File: src/rtl/instruction_fetch.sv
// Instruction fetch: assembles 1..3 word instructions from memory at pc_f and
// holds them for the decoder until acked; a redirect aborts any fetch in flight.
module instruction_fetch #(
   parameter logic [15:0] RESET_PC = 16'h0000
) (
   input  logic        i_clk,
   input  logic        i_rst_n,
   output logic [15:0] o_mem_addr,
   output logic        o_mem_rd,
   input  logic        i_mem_ready,
   input  logic [15:0] i_mem_rdata,
   output logic [15:0] o_ir1,
   output logic [15:0] o_ir2,
   output logic [15:0] o_ir3,
   output logic [1:0]  o_len,
   output logic [15:0] o_pc,
   output logic        o_valid,
   input  logic        i_ack,
   input  logic        i_redirect,
   input  logic [15:0] i_redirect_addr
);

   localparam logic [1:0] F1   = 2'd0;
   localparam logic [1:0] F2   = 2'd1;
   localparam logic [1:0] F3   = 2'd2;
   localparam logic [1:0] HOLD = 2'd3;

   logic [1:0]  state;
   logic [15:0] pc_f;
   logic        short_op;
   logic        imm16_hit;

   // Length decode looks at the word arriving this cycle, before it is registered.
   assign short_op  = (i_mem_rdata[15:12] == 4'hC) || (i_mem_rdata[15:12] == 4'hD);
   assign imm16_hit = (i_mem_rdata[15:12] == 4'h3) || (i_mem_rdata[11:8] == 4'h3);

   assign o_mem_rd   = (state == F1) || (state == F2) || (state == F3);
   assign o_mem_addr = pc_f;
   assign o_valid    = (state == HOLD);

   always_ff @(posedge i_clk or negedge i_rst_n) begin
      if (!i_rst_n) begin
         state <= F1;
         pc_f  <= RESET_PC;
         o_ir1 <= '0;
         o_ir2 <= '0;
         o_ir3 <= '0;
         o_len <= '0;
         o_pc  <= '0;
      end else if (i_redirect) begin
         // Redirect wins over a coinciding ready or ack; partial words are dropped.
         pc_f  <= i_redirect_addr;
         state <= F1;
      end else begin
         case (state)
            F1: if (i_mem_ready) begin
               o_ir1 <= i_mem_rdata;
               o_pc  <= pc_f;
               pc_f  <= pc_f + 16'd1;
               if (short_op) begin
                  o_len <= 2'd1;
                  state <= HOLD;
               end else begin
                  state <= F2;
               end
            end
            F2: if (i_mem_ready) begin
               o_ir2 <= i_mem_rdata;
               pc_f  <= pc_f + 16'd1;
               if (imm16_hit) begin
                  state <= F3;
               end else begin
                  o_len <= 2'd2;
                  state <= HOLD;
               end
            end
            F3: if (i_mem_ready) begin
               o_ir3 <= i_mem_rdata;
               pc_f  <= pc_f + 16'd1;
               o_len <= 2'd3;
               state <= HOLD;
            end
            HOLD: if (i_ack) state <= F1;
            default: state <= F1;
         endcase
      end
   end

endmodule

File: config.mk
export PLATFORM = sky130hd
export DESIGN_NAME = instruction_fetch
export DESIGN_NICKNAME = d
export VERILOG_FILES = /design/src/rtl/instruction_fetch.sv
export SDC_FILE = /design/constraint.sdc
export NUM_CORES = 1
export LEC_CHECK = 0
export ABC_AREA = 1
export BUFFER_PORTS_ARGS = -buffer_cell sky130_fd_sc_hd__buf_2
export CAP_MARGIN = 20
export CORE_ASPECT_RATIO = 0.5
export CORE_UTILIZATION = 33
export CTS_CLUSTER_SIZE = 10
export DETAILED_ROUTE_END_ITERATION = 10
export PLACE_DENSITY = 0.69
export SYNTH_ARGS = -nofsm -noshare
export SYNTH_HDL_FRONTEND = slang
export SYNTH_SLANG_ARGS = --single-unit
File: constraint.sdc
create_clock -name i_clk -period 1.5 [get_ports i_clk]
set_input_delay 0.075 -clock i_clk [delete_from_list [all_inputs] [get_ports i_clk]]
set_output_delay 0.075 -clock i_clk [all_outputs]
set_load 0.1 [all_outputs]
### After elaboration in Yosys (flattened, before gate mapping)

Cells that the tools add are included.

* bits in registers: 84
* input bits: 37
* output and inout bits: 84
* word-level logic and storage cells: 56

* add/subtract/negate cells: 1
* equality and inequality tests: 16
* muxes and demuxes: 16
* bitwise operators: 1
* reductions and logical operators: 15

Operators by type and width (count)
* $mux 16: 3
* $mux 2: 10
* $add 16x1->16 const B: 1
* $ne 2x2->1 const B: 5
* $ne 3x3->1 const B: 3
* $reduce_and 3->1: 3
* $eq 4x2->1 const B: 2
* $eq 4x4->1 const B: 2
* $pmux 2 s4: 1
* $reduce_and 7->1: 1
* $pmux 2 s3: 1
* $eq 2x2->1 const B: 2
* $logic_or 1x1->1: 4
* $reduce_and 4->1: 1
* $reduce_bool 2->1: 2
* $ne 3x1->1 const B: 1
* $reduce_bool 3->1: 1
* $reduce_or 3->1: 1
* $eq 2x1->1 const B: 1
* $logic_not 2->1: 1
* $reduce_and 2->1: 1
* $mux 1: 1
* $not 1->1: 1

### Longest topological paths before layout

* depth after elaboration: 6
* gate-level depth with buffers: 10
* gate-level depth less buffers: 10

### Worst setup path before layout

No wires, ideal clock.

* path type: reg2reg
* start: register state[0]
* end: register pc_f[8] (netlist: o_mem_addr[8])
* setup time: 0.068 ns
* arrival: 2.829 ns
* data required time: 1.432 ns
* slack: -1.396 ns
* cell stages (with the launch flop): 9
* path buffers: 1
* period minus slack after synthesis: 2.896 ns
* cell sequence: dfrtp_1 > ha_1 > inv_1 > a21oi_4 > inv_1 > buf_2 > nand2_1 > o21ai_0 > inv_1

* cells in the longest elaborated chain, start to end: 4
* elaborated cells between the ends (all ways): 6
* classes of those cells: eq/ne: 2; reduce/logical: 4

Ends and longest elaborated chain
* start: declaration: line 28 `logic [1:0] state;`
* start signal: assignment: line 43 `state <= F1;`
* start signal: assignment: line 53 `state <= F1;`
* start signal: assignment: line 62 `state <= HOLD;`
* $eq 2x1->1 (tied with other cells): line 55 `case (state)`
* $reduce_or 3->1 (no line) *
* $reduce_bool 2->1 (no line) *
* $reduce_and 2->1 (no line) *
* end signal: assignment: line 52 `pc_f <= i_redirect_addr;`
* end signal: assignment: line 59 `pc_f <= pc_f + 16'd1;`
* end signal: assignment: line 69 `pc_f <= pc_f + 16'd1;`
* end: declaration: line 29 `logic [15:0] pc_f;`

Mark *: on every way between the ends. The rest lies on a longest branch, timed or not.
A chain may end at the register's enable or synchronous reset.

### Worst setup path after layout

* start: register state[0]
* end: register pc_f[4] (netlist: o_mem_addr[4])

Same word-level chain as after synthesis.

==> impl_metrics.csv <==
group,metric,value,unit
synthesis,yosys_warnings,0,
clock_network,cts_tree,"done",
detailed_routing,avgViaCountPerCell,4.64,
cells_and_area,drive_gt1_frac,0.307,
timing,tightestPinTransition,0.507,ns
placement,dp_hpwl,7490,um
detailed_routing,drtIter0Drc,237,
worst_hold_path,worstHoldPathType,"primary input to flip-flop",
timing,rsz0062_at_grt,"yes",
clock_network,clockRootBuffer,"clkbuf_16",
critical_path,required,1.73,ns
detailed_routing,via_count,3453,
grt,grt_pass1_vias,3445,
critical_path,worstPathMaxFanout,15,
synthesis,synth_nets,499,
critical_path,worst_path_max_delay_cell,"dfrtp_2",
timing,setup_viol,0,
timing,finalHoldViolCount,0,
clock_network,clock_path_buffers,2,
grt,groute.usage.overall,0.180,
detailed_routing,detail_route.first_pass.iterations,4,
clock_network,clock_sinks,84,
grt,antenna_found_initial,0,
clock_network,clk_latency,0.33,ns
cells_and_area,fin_nets,638,
critical_path,setup.worst_path.start_class,"flip-flop",
placement,place.gp.congestion,0.924,
timing,fin_skew,0.00537,ns
synthesis,synthCells,455,
die,core_area,11100,sq um
critical_path,path_cells,"ha_4 -> clkinvlp_4 -> a21oi_4 -> inv_4 -> o21ai_0 -> nand2_1 -> nand2_1 -> inv_1",
synthesis,avgSynthCellArea,8.33,sq um
die,die_w,154,um
grt,gr-total-overflow,0,
critical_path,path_common_cell,"nand2_1",
timing,fmax,685,MHz
die,start_util,0.342,
critical_path,critPathKind,"flip-flop to flip-flop",
critical_path,slowest_delay,0.41,ns
synthesis,ys_seq_area_frac,0.554,
clock_network,numCtsBuffers,9,
status,status,"complete, no violations",
critical_path,cp_num_buf_inv,3,
detailed_routing,drc,0,
timing,period_share,0.973,
critical_path,crit_arrival,1.69,ns
synthesis,synth.distinct_cells,24,
clock_network,cts.reportedPaths.clkPinSlew,0.06,ns
cells_and_area,n_antenna_cell,0,
timing,min_period,1.46,ns
timing,relSlewSlack,0.664,
critical_path,cp_top_family,"flip-flops",
die,std_cell_rows,27,
detailed_routing,totalWireLength,10100,um
timing,fin_tns_setup,0,ns
detailed_routing,wl_per_cell,13.6,um
grt,grt_pass1_wl,16600,um
clock_network,h-tree-depth,3,
synthesis,netlist_area,3790,sq um
critical_path,critPathCaptureType,"flip-flop",
die,fp.dieArea,12000,sq um
detailed_routing,postRouteAntennaNets,0,
die,io_pins,121,
run,maxCapViolCount,0,
grt,grt_max_degree,39,
die,die_h,77.8,um
cells_and_area,syn2layout_area_growth,36.1,%
synthesis,synth.ff_latch_count,84,
placement,port_buffers,120,
timing,slew_viol_final,0,
timing repair:
action	CTS	global route
buffers inserted	1	1
hold buffers	2	0
pin swaps	2	3
gates resized for setup	4	18
setup endpoints to repair	28	58
hold endpoints to repair	85	0
cell type report:
cell class	instances	area, sq um
clock buffers	10	229
clock inverters	6	88.8
fillers	1105	5920
inverters	54	209
multi-input cells	298	1460
flip-flops and latches	84	2100
well taps	145	181
repair buffers	147	890
worst register-to-register path, delay by kind of cell, from the launching register on:
family                     cells  cell delay, ns
AOI/OAI and AO/OA              2            0.37
adders and majority gates      1            0.17
buffers and inverters          3            0.27
DFF                            1            0.41
and+or+nand+nor                2            0.14
final timing paths:
path / cells after the start / slack [ns] / startpoint / to
worst max register to register: 8 / 0.04 / state[0]$_DFFE_PN0P_ / o_mem_addr[4]$_DFFE_PN0P_
worst max-delay path: 8 / 0.04 / state[0]$_DFFE_PN0P_ / o_mem_addr[4]$_DFFE_PN0P_
max in group asynchronous: 3 / 0.84 / i_rst_n / o_ir3[14]$_DFFE_PN0P_
worst min-delay path: 3 / 0.03 / i_mem_rdata[0] / o_ir1[0]$_DFFE_PN0P_
min in group asynchronous: 2 / 0.16 / i_rst_n / o_mem_addr[1]$_DFFE_PN0P_
worst min register to register: 2 / 0.48 / o_pc[7]$_DFFE_PN0P_ / o_pc[7]$_DFFE_PN0P_
cell families after synthesis:
logic type                 Yosys count  share of synthesized area
DFF                                 84                      0.554
and+or+nand+nor                    191                      0.206
muxes                                1                    0.00297
AOI/OAI and AO/OA                   99                      0.137
adders and majority gates            7                     0.0231
buffers and inverters               73                     0.0762
placed cells by master (no fill, tap or decap), drive strengths merged:
cell         instances
buf                145
nand2              131
dfrtp               84
o21ai               83
inv                 53
nor2                28
nand3               22
clkbuf              10
a21oi                8
ha                   7
nand4                6
clkinvlp             3
o22ai                3
or2                  2
a22oi                2
a31oi                2
bufinv               2
dlygate4sd3          2
clkinv               2
nor3                 1
mux2                 1
nand3b               1
o21bai               1
routing by layer:
layer / global-route usage / routed length, um / vias to the layer above
met5: 0 / 0 / -
met4: 0.0620 / 157 / 0
met3: 0.0497 / 424 / 15
met2: 0.309 / 4990 / 84
met1: 0.219 / 4540 / 1621
li1: - / - / 1733
stage by stage:
step	util	setup slack [ns]	cell area (sq um)	hold WS (ns)	instances
floorplan	-	-0.701	3820	-0.221	455
global placement	0.428	0.0180	4750	-0.0182	724
detailed placement	0.428	-0.0646	4750	-0.0215	724
CTS	0.460	0.000333	5100	0.0221	743
global route	0.466	-0.0642	5160	0.0462	744
finish	0.466	0.0410	5160	0.0263	744
synth_stat cells (all sizes together):
cell type	count	area, sq um
nand2	131	492
dfrtp	84	2100
o21ai	83	415
inv	54	203
nor2	28	108
nand3	22	120
clkbuf	11	41.3
a21oi	8	51.3
buf	8	45.0
ha	7	87.6
nand4	6	37.5
o22ai	3	18.8
a22oi	2	15.0
a31oi	2	12.5
or2	2	12.5
mux2	1	11.3
nand3b	1	7.51
nor3	1	5.00
o21bai	1	7.51
flip-flops by register name, indices dropped and copies added, names as in the netlist:
| signal | flops |
|---|---|
| o_mem_addr | 16 |
| o_ir2 | 16 |
| o_ir3 | 16 |
| o_pc | 16 |
| o_ir1 | 16 |
| o_len | 2 |
| state | 2 |
Power is left out: the tool's default activity adds up to more than one toggle a clock period on the data nets, which glitch-free logic cannot reach.
